`src/rtl/text_writer.sv`:
```
// Terminal-style byte writer for the 80x25 text display.
// Writes chars/attrs, tracks a cursor, clears and scrolls the screen RAM.
module text_writer #(
   parameter int         COLS         = 80,
   parameter int         ROWS         = 25,
   parameter logic [7:0] DEFAULT_ATTR = 8'h70
) (
   input  logic        clk,
   input  logic        rst_n,
   input  logic [7:0]  in_data,
   input  logic [7:0]  in_attr,
   input  logic        in_valid,
   output logic        in_ready,
   output logic [11:0] mem_addr,
   output logic [7:0]  mem_char_o,
   output logic [7:0]  mem_colr_o,
   output logic        mem_we,
   input  logic [7:0]  mem_char_i,
   input  logic [7:0]  mem_colr_i,
   output logic [6:0]  cursor_col,
   output logic [4:0]  cursor_row,
   output logic        busy
);

   typedef enum logic [2:0] {
      IDLE, CLR, SCR_RD, SCR_WAIT, SCR_WR, SCR_FILL
   } state_t;

   localparam logic [6:0] COL_MAX = 7'(COLS - 1);
   localparam logic [4:0] ROW_MAX = 5'(ROWS - 1);
   localparam logic [4:0] SRC_MAX = 5'(ROWS - 2);

   state_t     state;
   logic [4:0] op_row;
   logic [6:0] op_col;
   logic       hs;
   logic       printable;

   assign hs        = in_valid & in_ready;
   assign printable = (in_data >= 8'h20) && (in_data <= 8'h7E);

   // Byte interpreter plus the clear / scroll sequencer.
   always_ff @(posedge clk) begin
      if (!rst_n) begin
         state      <= CLR;
         op_row     <= '0;
         op_col     <= '0;
         mem_we     <= 1'b0;
         mem_addr   <= '0;
         mem_char_o <= '0;
         mem_colr_o <= '0;
         cursor_col <= '0;
         cursor_row <= '0;
         in_ready   <= 1'b0;
         busy       <= 1'b1;
      end else begin
         mem_we <= 1'b0;
         unique case (state)
            IDLE: begin
               in_ready <= 1'b1;
               busy     <= 1'b0;
               if (hs) begin
                  unique case (1'b1)
                     printable: begin
                        mem_we     <= 1'b1;
                        mem_addr   <= {cursor_row, cursor_col};
                        mem_char_o <= in_data;
                        mem_colr_o <= in_attr;
                        if (cursor_col == COL_MAX) begin
                           cursor_col <= '0;
                           if (cursor_row == ROW_MAX) begin
                              state    <= SCR_RD;
                              op_row   <= '0;
                              op_col   <= '0;
                              in_ready <= 1'b0;
                              busy     <= 1'b1;
                           end else begin
                              cursor_row <= cursor_row + 5'd1;
                           end
                        end else begin
                           cursor_col <= cursor_col + 7'd1;
                        end
                     end
                     (in_data == 8'h0D): begin
                        cursor_col <= '0;
                     end
                     (in_data == 8'h0A): begin
                        if (cursor_row == ROW_MAX) begin
                           state    <= SCR_RD;
                           op_row   <= '0;
                           op_col   <= '0;
                           in_ready <= 1'b0;
                           busy     <= 1'b1;
                        end else begin
                           cursor_row <= cursor_row + 5'd1;
                        end
                     end
                     (in_data == 8'h08): begin
                        if (cursor_col != 7'd0)
                           cursor_col <= cursor_col - 7'd1;
                     end
                     (in_data == 8'h0C): begin
                        cursor_col <= '0;
                        cursor_row <= '0;
                        state      <= CLR;
                        op_row     <= '0;
                        op_col     <= '0;
                        in_ready   <= 1'b0;
                        busy       <= 1'b1;
                     end
                     default: ;
                  endcase
               end
            end
            CLR: begin
               mem_we     <= 1'b1;
               mem_addr   <= {op_row, op_col};
               mem_char_o <= 8'h20;
               mem_colr_o <= DEFAULT_ATTR;
               if (op_col == COL_MAX) begin
                  op_col <= '0;
                  if (op_row == ROW_MAX) begin
                     state <= IDLE;
                     busy  <= 1'b0;
                  end else begin
                     op_row <= op_row + 5'd1;
                  end
               end else begin
                  op_col <= op_col + 7'd1;
               end
            end
            SCR_RD: begin
               mem_addr <= {op_row + 5'd1, op_col};
               state    <= SCR_WAIT;
            end
            SCR_WAIT: begin
               state <= SCR_WR;
            end
            SCR_WR: begin
               mem_we     <= 1'b1;
               mem_addr   <= {op_row, op_col};
               mem_char_o <= mem_char_i;
               mem_colr_o <= mem_colr_i;
               if (op_col == COL_MAX) begin
                  op_col <= '0;
                  if (op_row == SRC_MAX) begin
                     state <= SCR_FILL;
                  end else begin
                     op_row <= op_row + 5'd1;
                     state  <= SCR_RD;
                  end
               end else begin
                  op_col <= op_col + 7'd1;
                  state  <= SCR_RD;
               end
            end
            SCR_FILL: begin
               mem_we     <= 1'b1;
               mem_addr   <= {ROW_MAX, op_col};
               mem_char_o <= 8'h20;
               mem_colr_o <= DEFAULT_ATTR;
               if (op_col == COL_MAX) begin
                  op_col <= '0;
                  state  <= IDLE;
                  busy   <= 1'b0;
               end else begin
                  op_col <= op_col + 7'd1;
               end
            end
            default: state <= IDLE;
         endcase
      end
   end

endmodule

```
`config.mk`:
```
export PLATFORM = sky130hd
export DESIGN_NAME = text_writer
export DESIGN_NICKNAME = d
export VERILOG_FILES = /design/src/rtl/text_writer.sv
export SDC_FILE = /design/constraint.sdc
export NUM_CORES = 1
export LEC_CHECK = 0
export CAP_MARGIN = 20
export CORE_UTILIZATION = 55
export DETAILED_ROUTE_END_ITERATION = 10
export GPL_TIMING_DRIVEN = 1
export PLACE_DENSITY = 0.95
export SLEW_MARGIN = 20
export SYNTH_ARGS = -nofsm -noshare
export SYNTH_HDL_FRONTEND = slang
export SYNTH_SLANG_ARGS = --single-unit
```
`constraint.sdc`:
```
create_clock -name clk -period 5.2 [get_ports clk]
set_input_delay 0.52 -clock clk [delete_from_list [all_inputs] [get_ports clk]]
set_output_delay 0.52 -clock clk [all_outputs]
set_load 0.03 [all_outputs]
```
==> impl_metrics.json, run 1 <==
{
  "postSynth.asyncResetShare": 0,
  "top_level_ports": 78,
  "finClkSkew_ns": 0.0103,
  "synthCells": 463,
  "overflow": 0,
  "worstHoldPathType": "register to register",
  "finalHoldViolCount": 0,
  "max-cap-violations": 0,
  "clock.fmax_mhz": 347,
  "power.static_leakage_uw": 0.00179,
  "cts_made_buffers": 9,
  "grt_pass1_vias": 3695,
  "floorplan.rows": 29,
  "place_ws_ns": 2.05,
  "gp_congestion": 0.934,
  "cts_tree": "yes",
  "maxSlewHeadroom": 0.266,
  "synth_edf_count": 0,
  "die_area_sq_um": 6880,
  "totalPowerFinal_uw": 1020,
  "antennaDiodeCount": 0,
  "path_buf_inv": 1,
  "netlist.area_leader.share": 0.322,
  "drt-initial-drc-count": 372,
  "clkSlewWorstSetupHoldPaths_ns": 0.07,
  "grt_pass1_wl_mm": 17.6,
  "detailedRoute.firstPassIterationCount": 5,
  "timing.critical_path.required_ns": 5.44,
  "setup_viol": 0,
  "timing.setup.critical_path_class": "input port to register",
  "antenna_found_initial": 0,
  "final_net_count": 566,
  "dp_hpwl_mm": 7.27,
  "crit_path_end_kind": "register",
  "ys_ff_latch": 58,
  "cell_types_with_the_highest_counts_after_synthesis": "sky130_fd_sc_hd__dfxtp_1 (58), sky130_fd_sc_hd__nand2_1 (58), sky130_fd_sc_hd__a21oi_1 (38)",
  "wl_per_cell_microns": 17.5,
  "period_minus_slack_ns": 2.88,
  "max_stage_delay_ns": 0.55,
  "area_growth_syn_to_layout_pct": 27.2,
  "path_delay_family": "simple AND/OR/NAND/NOR gates",
  "port-buffer-count": 77,
  "combined_global_route_utilization_of_all_metal_layers": 0.313,
  "mappedNetlistArea_sq_um": 3600,
  "ant_nets": 0,
  "synth_seq_area_share": 0.322,
  "count_of_instances_resized_after_the_clock_tree_is_built": 0,
  "cp-start-kind": "input port",
  "synth.largest_area_cell": "sky130_fd_sc_hd__dfxtp_1",
  "tightestPinTransition_ns": 1.10,
  "timing.critical_path.fanout_max": 14,
  "ctsRootBufferMaster": "sky130_fd_sc_hd__clkbuf_8",
  "initial_utilization": 0.567,
  "fin_tns_setup_ns": 0,
  "via_count_normalized_by_instance_count": 6.29,
  "stdcell_count": 605,
  "clk_path_buf_depth": 2,
  "worst_slack_ns": 2.32,
  "rsz0062_at_grt": "no",
  "status": "finished, final reports clean",
  "yosys_warnings": 0,
  "synth_cell_types": 62,
  "peakVddDrop_uv": 192,
  "postCtsHoldBufs": 0,
  "power_density_nw_per_um2": 223,
  "dpl.cell_count": 589,
  "number_of_setup_buffers_added_after_cts": 0,
  "fp.dieH_microns": 82.9,
  "num_vias": 3807,
  "synth.top_cells.by_area": "sky130_fd_sc_hd__dfxtp_1 (32%), sky130_fd_sc_hd__nand2_1 (6.0%), sky130_fd_sc_hd__a21oi_1 (5.3%)",
  "postRouteWirelength_mm": 10.6,
  "placeableCoreArea_sq_um": 6350,
  "postSynthNetCount": 506,
  "cp_data_arrival_time_ns": 3.12,
  "crit_path_cell_trace": "clkdlybuf4s50_1 -> nor4_4 -> nor3b_4 -> a32oi_1 -> o21ai_2 -> nor2b_1 -> o221a_2",
  "synthesis.area_per_instance_sq_um": 7.78,
  "critPathSlowestCell": "sky130_fd_sc_hd__clkdlybuf4s50_1",
  "cts.htree.levels": 3,
  "grt_start_max_net_pins": 43,
  "period_share": 0.553,
  "remaining_drc_errors": 0,
  "clk_latency_ns": 0.35,
  "final-max-slew-violation-count": 0,
  "die-width_microns": 82.9,
  "postSynth.topFlopCell": "sky130_fd_sc_hd__dfxtp_1",
  "cts.sink_count": 58,
  "drive_gt1_frac": 0.0701,
  "filler_cell_count": 499
}
==> sequential cells by signal, indices dropped and copies added (netlist names) <==
| signal | count |
|---|---|
| state | 3 |
| cursor_col | 7 |
| mem_we | 1 |
| cursor_row | 5 |
| mem_char_o | 8 |
| op_row | 5 |
| mem_addr | 12 |
| op_col | 7 |
| mem_colr_o | 8 |
| busy | 1 |
| in_ready | 1 |
==> layer usage <==
| layer | global-route usage | share of wire | up-vias |
|---|---|---|---|
| li1 | - | - | 1812 |
| met1 | 0.384 | 0.41 | 1768 |
| met2 | 0.531 | 0.49 | 197 |
| met3 | 0.0775 | 0.083 | 30 |
| met4 | 0.114 | 0.022 | 0 |
| met5 | 0 | 0 | - |
==> placed cells by master, fill, tap and decap left out, types with 3 or more instances in the layout <==
cell type | netlist | final
sky130_fd_sc_hd__a211oi_1 | 7 | 7
sky130_fd_sc_hd__a21boi_0 | 7 | 7
sky130_fd_sc_hd__a21oi_1 | 38 | 38
sky130_fd_sc_hd__a2bb2oi_1 | 4 | 4
sky130_fd_sc_hd__a31oi_1 | 7 | 7
sky130_fd_sc_hd__and2_1 | 5 | 5
sky130_fd_sc_hd__and3_1 | 3 | 3
sky130_fd_sc_hd__and4b_1 | 3 | 3
sky130_fd_sc_hd__buf_4 | 0 | 3
sky130_fd_sc_hd__clkbuf_8 | 0 | 10
sky130_fd_sc_hd__clkdlybuf4s50_1 | 0 | 77
sky130_fd_sc_hd__dfxtp_1 | 58 | 58
sky130_fd_sc_hd__ha_1 | 8 | 8
sky130_fd_sc_hd__inv_1 | 14 | 14
sky130_fd_sc_hd__mux2i_1 | 10 | 10
sky130_fd_sc_hd__nand2_1 | 58 | 58
sky130_fd_sc_hd__nand2b_1 | 4 | 4
sky130_fd_sc_hd__nand3_1 | 17 | 17
sky130_fd_sc_hd__nand3b_1 | 7 | 7
sky130_fd_sc_hd__nand4_1 | 5 | 5
sky130_fd_sc_hd__nor2_1 | 37 | 37
sky130_fd_sc_hd__nor2b_1 | 12 | 11
sky130_fd_sc_hd__nor3_1 | 11 | 11
sky130_fd_sc_hd__nor3b_1 | 3 | 3
sky130_fd_sc_hd__o211a_1 | 12 | 12
sky130_fd_sc_hd__o211ai_1 | 7 | 7
sky130_fd_sc_hd__o21ai_0 | 19 | 19
sky130_fd_sc_hd__o21ai_2 | 3 | 3
sky130_fd_sc_hd__o221a_2 | 3 | 3
sky130_fd_sc_hd__o221ai_1 | 3 | 3
sky130_fd_sc_hd__o22ai_1 | 7 | 7
sky130_fd_sc_hd__o2bb2ai_1 | 3 | 3
sky130_fd_sc_hd__o31ai_1 | 4 | 4
sky130_fd_sc_hd__or2_2 | 3 | 3
sky130_fd_sc_hd__or3_1 | 15 | 15
sky130_fd_sc_hd__xnor2_1 | 3 | 3
==> cells by family after synthesis <==
family,Yosys count,synth area share
buffers and inverters,45,0.0507
and+or+nand+nor,193,0.280
muxes,10,0.0278
DFF,58,0.322
xor gates and xnor gates,5,0.0122
AOI/OAI and AO/OA,144,0.279
adders and majority gates,8,0.0278
==> cell type report <==
type / instances / area [sq um] / area share
Clock buffer: 11 / 141 / 0.0308
Sequential cell: 58 / 1160 / 0.253
Timing Repair Buffer: 80 / 793 / 0.173
Tap cell: 77 / 96.3 / 0.0210
Inverter: 14 / 52.6 / 0.0115
Multi-Input combinational cell: 360 / 2260 / 0.493
Clock inverter: 5 / 77.6 / 0.0169
==> power breakdown <==
| part | switching [uW] | internal [uW] | total [uW] |
|---|---|---|---|
| Sequential | 6.47 | 451 | 457 |
| Combinational | 41.7 | 46.1 | 87.8 |
| Clock | 196 | 281 | 477 |
| Total | 244 | 778 | 1020 |
==> tightest hold or removal path, delay by kind of cell, from the launching register on <==
family / cells / cell delay (ns)
flops: 1 / 0.31
simple gates: 1 / 0.05
compound gates: 1 / 0.05
==> final timing paths <==
check                                    from            end  slack, ns  cells past startpoint
worst max-delay path               in_data[5]  cursor_col[4]       2.32                      7
worst min-delay path            mem_colr_o[7]  mem_colr_o[7]       0.46                      2
worst max register to register       state[1]   mem_addr[11]       2.37                      6
worst min register to register  mem_colr_o[7]  mem_colr_o[7]       0.46                      2
==> per-stage QoR <==
| step | area (sq um) | utilization | hold slack, ns |
|---|---|---|---|
| global route | 4580 | 0.722 | 0.482 |
| floorplan | 3600 | - | 0.452 |
| CTS | 4580 | 0.721 | 0.456 |
| global placement | 4360 | 0.687 | 0.444 |
| finish | 4580 | 0.722 | 0.457 |
| detailed placement | 4360 | 0.687 | 0.446 |
Note: power is estimated with default switching activity, not from simulation.
==> run 2: changes to the inputs <==
- CORE_UTILIZATION: 55 -> 46
- PLACE_DENSITY: 0.95 -> 0.87
- clock period: 5.2 -> 2.6 ns (I/O delays scaled with it)
==> run 2 against run 1 <==
- utilization is 7.2 points lower
- clock skew is 0.0036 ns lower
- setup slack worse by 2.1 ns
- routed wire length is 0.74% higher
- via count is 3.5% higher
- non-clock buffer count is 25 higher
- worst hold slack better by 0.0037 ns
- cell count is 7.8% higher
- register-to-register slack worse by 2.1 ns
- global-route usage is 5.5 points lower
- final area is 5.0% higher
- first-iteration DRC count is 6.5% lower
- critical path type is now register to register
==> impl_metrics.json, run 2 (synthesis results as in run 1) <==
{
  "status": "finished, final reports clean",
  "overflow": 0,
  "timing.critical_path.fanout_max": 7,
  "final-max-slew-violation-count": 0,
  "cts.htree.levels": 3,
  "filler_cell_count": 620,
  "floorplan.rows": 31,
  "multi_input_comb_area_sq_um": 2260,
  "path_delay_family": "simple AND/OR/NAND/NOR gates",
  "port-buffer-count": 77,
  "antennaDiodeCount": 0,
  "clock.fmax_mhz": 422,
  "critical_path.reg2reg.endpoint": "op_row[3]",
  "worstHoldPathType": "register to register",
  "dp_hpwl_mm": 7.77,
  "setup_viol": 0,
  "finalHoldViolCount": 0,
  "timing.critical_path.depth": 7,
  "postCtsHoldBufs": 0,
  "timing.setup.critical_path_class": "register to register",
  "remaining_drc_errors": 0,
  "worstHoldStart": "mem_colr_o[2]",
  "grt_pass1_wl_mm": 17.4,
  "clk_latency_ns": 0.34,
  "timing.critical_path.required_ns": 2.86,
  "combined_global_route_utilization_of_all_metal_layers": 0.258,
  "placed_area_sq_um": 4580,
  "antenna_found_initial": 0,
  "rsz0062_at_grt": "no",
  "stdcell_count": 652,
  "largest-register": "mem_addr",
  "path_buf_inv": 0,
  "drive_gt1_frac": 0.108,
  "regArea_sq_um": 1160,
  "power.static_leakage_uw": 0.00192,
  "finish.utilization": 0.649,
  "num_vias": 3942,
  "totalPowerFinal_uw": 2100,
  "most-common-layout-cells": "sky130_fd_sc_hd__clkdlybuf4s50_1 (77), sky130_fd_sc_hd__nand2_1 (58), sky130_fd_sc_hd__dfxtp_1 (58)",
  "largest_registers": "mem_addr (12), mem_char_o (8), mem_colr_o (8)",
  "hold_path_end": "mem_colr_o[2]",
  "fp.dieH_microns": 90.5,
  "ant_nets": 0,
  "area_growth_syn_to_layout_pct": 33.6,
  "grt_pass1_vias": 3705,
  "initial_utilization": 0.486,
  "cts_tree": "yes",
  "grt_start_max_net_pins": 34,
  "timing.reg2reg.setup_slack_ns": 0.23,
  "die_area_sq_um": 8190,
  "gp_congestion": 0.935,
  "crit_path_end_kind": "register",
  "tightestPinTransition_ns": 0.715,
  "cts_made_buffers": 9,
  "via_count_normalized_by_instance_count": 6.05,
  "max-cap-violations": 0,
  "drt-initial-drc-count": 348,
  "ctsRootBufferMaster": "sky130_fd_sc_hd__clkbuf_8",
  "clkSlewWorstSetupHoldPaths_ns": 0.07,
  "ff2ff_path_depth": 7,
  "final_net_count": 591,
  "detailedRoute.firstPassIterationCount": 5,
  "post-route-cell-area_sq_um": 4810,
  "period_share": 0.910,
  "wl_per_cell_microns": 16.3,
  "fin_tns_setup_ns": 0,
  "top_level_ports": 78,
  "number_of_setup_buffers_added_after_cts": 0,
  "dpl.cell_count": 636,
  "cts.sink_count": 58,
  "commonest_non_fill_non_tap_cell_in_the_layout": "sky130_fd_sc_hd__clkdlybuf4s50_1",
  "maxSlewHeadroom": 0.524,
  "period_minus_slack_ns": 2.37,
  "max_stage_delay_ns": 0.52,
  "largest_register_ff_count": 12,
  "postRouteWirelength_mm": 10.6,
  "placeableCoreArea_sq_um": 7410,
  "r2r_start": "cursor_col[1]",
  "clk_path_buf_depth": 2,
  "critPathSlowestCell": "sky130_fd_sc_hd__nor4_2",
  "worst_hold_path.num_cells": 2,
  "peakVddDrop_uv": 362,
  "crit_path_cell_trace": "ha_1 -> and3_1 -> and3_1 -> o31ai_2 -> nor4_2 -> o21ai_0 -> o21ai_0",
  "die-width_microns": 90.5,
  "power_density_nw_per_um2": 436,
  "cp_data_arrival_time_ns": 2.63,
  "finClkSkew_ns": 0.00675,
  "count_of_instances_resized_after_the_clock_tree_is_built": 0,
  "cp-start-kind": "register"
}
[run 2: cell types whose count changed in the layout (fill, tap and decap cells not counted), sizes merged]
cell and delta:
buf +25, clkinv -1, bufinv +1
[run 2: worst min-delay path, delay by kind of cell (launching register included)]
kind	cells	cell delay (ns)
AO/OA/AOI/OAI	1	0.05
flip-flops	1	0.31
AND/OR/NAND/NOR	1	0.05
[run 2: cell type report]
cell class / count / area share
clock buffer: 11 / 0.0273
clock inverter: 5 / 0.0213
inverter: 14 / 0.0109
multi-input combinational: 360 / 0.469
sequential: 58 / 0.241
tap: 99 / 0.0257
timing repair buffer: 105 / 0.204
[run 2: how the worst max path moves through the flow]
stage,endpoint,start,slack (ns)
after floorplan,op_row[3],cursor_col[0],0.27
final,op_row[3],cursor_col[1],0.23
after CTS,op_row[3],cursor_col[1],0.28
after global placement,op_row[4],in_data[5],0.16
after detailed placement,mem_char_o[0],in_data[5],0.07
after global routing,op_row[4],cursor_col[1],0.09
[run 2: metal layers]
metal | wire, microns | track usage | part of all wire | up-vias
met4 | 255 | 0.0968 | 0.024 | 0
li1 | - | - | - | 1866
met1 | 4290 | 0.297 | 0.40 | 1845
met5 | 0 | 0 | 0 | -
met3 | 812 | 0.0589 | 0.076 | 29
met2 | 5280 | 0.462 | 0.50 | 202
[run 2: power by group]
group	switching, uW	leakage (uW)	internal (uW)	total [uW]
clock	362	0.000114	636	998
combinational	85.0	0.00134	101	186
sequential	13.3	0.000470	902	915
total	460	0.00192	1640	2100
[run 2: through the flow]
step                hold slack (ns)  setup slack (ns)
finish                        0.460             0.233
detailed placement            0.451            0.0686
global route                  0.488            0.0858
global placement              0.441             0.162
floorplan                     0.452             0.266
CTS                           0.460             0.281
